File: src/rtl/mult_pkg.sv
// Shared types and constants for the sequential signed shift/add multiplier.
package mult_pkg;

  typedef enum logic [2:0] {
    IDLE  = 3'd0,
    ADD   = 3'd1,
    SUB   = 3'd2,
    SHIFT = 3'd3,
    FIN   = 3'd4
  } state_t;

  localparam int MIN_WIDTH = 2;

endpackage

File: src/rtl/shift_add_multiplier_n_add_sub_ext.sv
// WIDTH+1-bit adder/subtractor on sign-extended operands; the extra bit
// keeps the last-step subtraction of the most negative multiplicand exact.
module add_sub_ext #(
  parameter int WIDTH = 8
) (
  input  logic [WIDTH-1:0] a,
  input  logic [WIDTH-1:0] b,
  input  logic             sub,
  output logic [WIDTH:0]   sum
);

  logic [WIDTH:0] a_ext;
  logic [WIDTH:0] b_ext;

  assign a_ext = {a[WIDTH-1], a};
  assign b_ext = sub ? ~{b[WIDTH-1], b} : {b[WIDTH-1], b};
  assign sum   = a_ext + b_ext + {{WIDTH{1'b0}}, sub};

endmodule

File: src/rtl/shift_add_multiplier_n.sv
// Signed WIDTH x WIDTH sequential multiplier: product lands in {Aval, Bval},
// with Busy while iterating and a one-cycle Done pulse in FIN.
//
// state | meaning
// IDLE  | wait for Run edge; ClearA_LoadB loads B from S
// ADD   | A += S for a set multiplier bit
// SUB   | A -= S for the set sign bit of the multiplier
// SHIFT | arithmetic shift of {X,A,B}, advance bit counter
// FIN   | product valid, Done pulse
module shift_add_multiplier_n
  import mult_pkg::*;
#(
  parameter int WIDTH = 8
) (
  input  logic             Clk,
  input  logic             Reset,
  input  logic             Run,
  input  logic             ClearA_LoadB,
  input  logic [WIDTH-1:0] S,
  output logic [WIDTH-1:0] Aval,
  output logic [WIDTH-1:0] Bval,
  output logic             X,
  output logic             Busy,
  output logic             Done
);

  localparam int CW = (WIDTH > 1) ? $clog2(WIDTH) : 1;
  localparam logic [CW-1:0] CNT_LAST = CW'(WIDTH - 1);
  localparam logic [CW-1:0] CNT_ONE  = CW'(1);

  state_t         state;
  logic [CW-1:0]  cnt;
  logic           run_q;
  logic [WIDTH-1:0] a_q;
  logic [WIDTH-1:0] b_q;
  logic           x_q;
  logic [WIDTH:0] sum;
  logic           start;

  assign start = Run & ~run_q;

  add_sub_ext #(.WIDTH(WIDTH)) u_add_sub (
    .a   (a_q),
    .b   (S),
    .sub (state == SUB),
    .sum (sum)
  );

  always_ff @(posedge Clk or posedge Reset) begin
    if (Reset) begin
      state <= IDLE;
      cnt   <= '0;
      run_q <= 1'b0;
      a_q   <= '0;
      b_q   <= '0;
      x_q   <= 1'b0;
      Busy  <= 1'b0;
      Done  <= 1'b0;
    end else begin
      run_q <= Run;
      case (state)
        IDLE: begin
          // Load has priority; a coincident Run edge is dropped.
          if (ClearA_LoadB) begin
            a_q <= '0;
            x_q <= 1'b0;
            b_q <= S;
          end else if (start) begin
            a_q   <= '0;
            x_q   <= 1'b0;
            cnt   <= '0;
            Busy  <= 1'b1;
            state <= b_q[0] ? ADD : SHIFT;
          end
        end
        ADD, SUB: begin
          {x_q, a_q} <= sum;
          state      <= SHIFT;
        end
        SHIFT: begin
          {x_q, a_q, b_q} <= {x_q, x_q, a_q, b_q[WIDTH-1:1]};
          if (cnt == CNT_LAST) begin
            state <= FIN;
            Busy  <= 1'b0;
            Done  <= 1'b1;
          end else begin
            cnt <= cnt + CNT_ONE;
            // b_q[1] becomes the next multiplier bit after this shift.
            if (b_q[1])
              state <= ((cnt + CNT_ONE) == CNT_LAST) ? SUB : ADD;
            else
              state <= SHIFT;
          end
        end
        FIN: begin
          Done  <= 1'b0;
          state <= IDLE;
        end
        default: state <= IDLE;
      endcase
    end
  end

  assign Aval = a_q;
  assign Bval = b_q;
  assign X    = x_q;

endmodule

File: config.mk
export PLATFORM = sky130hd
export DESIGN_NAME = shift_add_multiplier_n
export DESIGN_NICKNAME = d
export VERILOG_FILES = /design/src/rtl/mult_pkg.sv /design/src/rtl/shift_add_multiplier_n_add_sub_ext.sv /design/src/rtl/shift_add_multiplier_n.sv
export SDC_FILE = /design/constraint.sdc
export NUM_CORES = 1
export LEC_CHECK = 0
export CORE_UTILIZATION = 40
export DETAILED_ROUTE_END_ITERATION = 10
export PLACE_DENSITY = 0.67
export SYNTH_ARGS = -nofsm -noshare
export SYNTH_HDL_FRONTEND = slang
export SYNTH_SLANG_ARGS = --single-unit
File: constraint.sdc
create_clock -name Clk -period 2.9 [get_ports Clk]
set_input_delay 0.29 -clock Clk [delete_from_list [all_inputs] [get_ports Clk]]
set_output_delay 0.29 -clock Clk [all_outputs]
set_load 0.02 [all_outputs]
==> flow_summary.rst <==
.. list-table::
   :header-rows: 1

   * - Metric
     - Value
   * - Starting density of the core
     - 42.70%
   * - Pre-CTS setup slack
     - 214.4 ps
   * - Final Max Tran Viols
     - 0
   * - Crit-path max FO
     - 10
   * - Total routing usage reported by global routing
     - 19.13%
   * - Internal portion of total power
     - 0.001457 W
   * - Critical Path, Cell by Cell
     - or4b_4 > a21boi_0 > fa_1 > nor2b_1 > o21a_1 > o211ai_1 > a21oi_1 > o221ai_1
   * - Result of the run
     - finished clean
   * - Post-synthesis simple-gate area fraction
     - 12.20%
   * - Kind of cell with the highest combined delay on the critical path
     - compound AO/OA/AOI/OAI gates
   * - Achievable frequency
     - 0.3955 GHz
   * - Pin count of the biggest net entering global routing
     - 27
   * - Number of violations reported at the end of detailed-routing iteration 0
     - 64
   * - Number of antenna diodes
     - 0
   * - Delay of the slowest critical-path stage
     - 580 ps
   * - Switching fraction of total power
     - 45.56%
   * - Number of setup buffers added after CTS
     - 0
   * - TritonCTS clock tree
     - yes
   * - Setup repair after global routing missed its margin
     - no
   * - Area delta synth->final
     - 24.63%
   * - Via count
     - 1,317
   * - Final critical delay including setup and external delays
     - 2528 ps
   * - Category of the worst setup path launch point
     - flip-flop
   * - Type of the setup path with the least slack
     - flip-flop to flip-flop
   * - Register share of total power
     - 26.7%
   * - Die span in x
     - 65.45 um
   * - Overall overflow remaining after global route
     - 0
   * - Placeable core area
     - 3771 sq um
   * - Residual antenna-violating net count after detailed routing
     - 0
   * - Share of synthesized registers carrying an async set or reset
     - 100.0%
   * - Wirelength, routed
     - 3.643 mm
   * - Compound-cell area share of the yosys netlist
     - 20.82%
   * - Required time of the critical path
     - 3050 ps
   * - Final TNS setup
     - 0 ps
   * - Die area
     - 4284 sq um
   * - Final setup slack of the worst path
     - 371.5 ps
   * - Non-filler instance count after layout
     - 243
   * - Largest vdd supply drop
     - 482.3 uV
   * - Mux contribution to synthesized area
     - 4.973%
   * - Number of warning messages in the yosys log
     - 0
   * - Critical Path Sink Type
     - flip-flop
   * - Number of buffer and inverter instances along the worst setup path
     - 0
   * - Final number of setup-violating endpoints
     - 0
   * - Cell type with the largest total area after synthesis
     - dfrtp_1
   * - Cts hold-fix bufs
     - 0
   * - Routability congestion estimate from global placement
     - 0.8203
   * - Syn Nets
     - 190
   * - Antenna violations before repair
     - 0
   * - Maximum level of the CTS H-tree
     - 1
   * - Placed inst area
     - 1952 sq um
   * - Power share of the clock group
     - 9.2%
   * - Finished Cell Area
     - 2007 sq um
   * - Biggest area contributors in the synthesized netlist
     - dfrtp_1 (40%), ha_1 (9.3%), xor2_1 (6.0%)
   * - Cells resized by post-CTS repair
     - 0
   * - PortBufs
     - 30
   * - Area share of the leading cell type in the synthesized netlist
     - 40.40%
   * - Sequential element share of the synthesized area
     - 40.40%
   * - P per Cell Area
     - 1334 nW/um^2
   * - Cell at the root of the clock tree
     - clkbuf_8
   * - Source-to-sink clock delay at the later pin of the worst-skew pair
     - 280 ps
   * - HPWL after DPL
     - 2.778 mm
   * - Number of maximum-capacitance violations
     - 0
   * - IO Count
     - 31
   * - Detailed-route vias per instance
     - 5.420
   * - First-pass GRT wire length
     - 6.161 mm
   * - Share of post-route cells with drive strength above 1
     - 4.615%
   * - Netlist cell types
     - 40
   * - Path class of the lowest-slack min-delay path
     - input pin to flip-flop
   * - Die height
     - 65.45 um
   * - Cells after Synth
     - 165
   * - Least-Margin Pin Slew
     - 1019 ps
   * - TritonCTS buffer count
     - 3
   * - Detailed Routing Iterations Pass 1
     - 4
   * - Largest buffer count on any clock path
     - 2
   * - Slew HR
     - 32.01%
   * - Commonest register cell after synthesis
     - dfrtp_1
   * - DR DRC count
     - 0
   * - Post-synthesis register bit count
     - 26
   * - Mean area per synthesized cell
     - 9.759 sq um
   * - Dominant combinational cell family by area after synthesis
     - compound AO/OA/AOI/OAI gates
   * - Number of core rows
     - 22
   * - Synthesized-area fraction occupied by xor and xnor cells
     - 7.071%
   * - Detailed-route wire length per cell
     - 14.99 um
   * - Clock skew after layout
     - 3.405 ps
   * - Combinational group share of total power
     - 64.1%
   * - Endpoints failing hold
     - 0
   * - Reported net switching power
     - 0.001219 W
   * - Post-placement cell count
     - 239
   * - TritonCTS sink count
     - 26
   * - Standby leakage power
     - 0.8990 nW
   * - Synth Area in Adders
     - 10.57%
   * - Post-synthesis instance area
     - 1610 sq um
   * - Register clock-pin slew on the reported worst setup and hold paths
     - 90 ps
   * - Final #Nets
     - 221
   * - Share of the cycle needed by the critical path after routing
     - 87.19%
   * - Number of global-route vias before repair
     - 1,257
   * - Slowest cell on crit path
     - or4b_4
   * - Number of synthesized flops with an enable pin
     - 0
   * - Arrival time reported for the critical path endpoint
     - 2680 ps
[sequential cells by signal, indices dropped and copies added, names as in the netlist]
signal and flops:
Bval 8, run_q 1, Busy 1, state 3, X 1, Done 1, Aval 8, cnt 3
[area by class of cell]
cell class | count | area, sq um
well taps | 48 | 60.06
inverters | 8 | 30.03
clock buffers | 4 | 55.05
repair buffers | 32 | 315.3
multi-input cells | 125 | 895.9
fillers | 340 | 1764
flip-flops and latches | 26 | 650.6
[path summary, 6_finish.rpt]
path | from | end | slack (ps) | cells past startpoint
max in group asynchronous | Reset | Aval[0] | 1740 | 2
worst max register to register | state[2] | X | 370 | 8
worst min-delay path | Run | run_q | 510 | 1
worst max-delay path | state[2] | X | 370 | 8
worst min register to register | cnt[2] | cnt[2] | 510 | 1
min in group asynchronous | Reset | Bval[6] | 540 | 2
[Yosys cell counts, types with 5 or more instances]
cell / instances
dfrtp_1: 26
nor2_1: 19
a21oi_1: 16
ha_1: 12
xor2_1: 11
inv_1: 8
mux2i_1: 8
o21ai_0: 6
a22oi_1: 5
nand2_1: 5
[power by group through the flow]
stage          combinational, W  sequential, W  clock [W]
2_1_floorplan           0.00112       0.000806          0
3_3_place_gp            0.00167       0.000710          0
3_5_place_dp            0.00172       0.000720          0
4_1_cts                 0.00172       0.000713   0.000251
5_1_grt                 0.00192       0.000740   0.000266
6_report                0.00172       0.000713   0.000247
[per-stage QoR]
step / utilization, % / power [W] / hold slack [ps]
6_report: 53.22 / 0.002677 / 505.4
5_1_grt: 53.22 / 0.002926 / 509.4
4_1_cts: 53.22 / 0.002687 / 496.7
3_5_place_dp: 51.76 / 0.002436 / 490.0
3_3_place_gp: 51.76 / 0.002384 / 486.7
2_1_floorplan: - / 0.001925 / 321.4
[kinds of logic after synthesis]
logic type,Yosys count
flops,26
xor+xnor,13
buf+inv,14
fa+ha+maj,13
simple gates,40
compound gates,51
mux,8
[metal layers]
layer  wire [um]  GRT usage [%]
met5           0              0
met4          67          8.152
met3         128          2.257
met2        1803          30.41
met1        1644          26.06
[cells in the final DEF, fill, tap and decap left out, drive strengths merged, types with 3 or more instances in the layout]
master,netlist,routed
or3,3,3
nand2,5,5
a22oi,5,5
a21oi,16,16
nor2,19,19
xor2,11,11
ha,12,12
o21a,3,3
clkdlybuf4s50,0,30
inv,8,8
nor3,3,3
clkbuf,2,4
a21o,3,3
mux2i,8,8
o21ai,9,9
dfrtp,26,26
No activity file was read; power rests on OpenSTA's default activity.
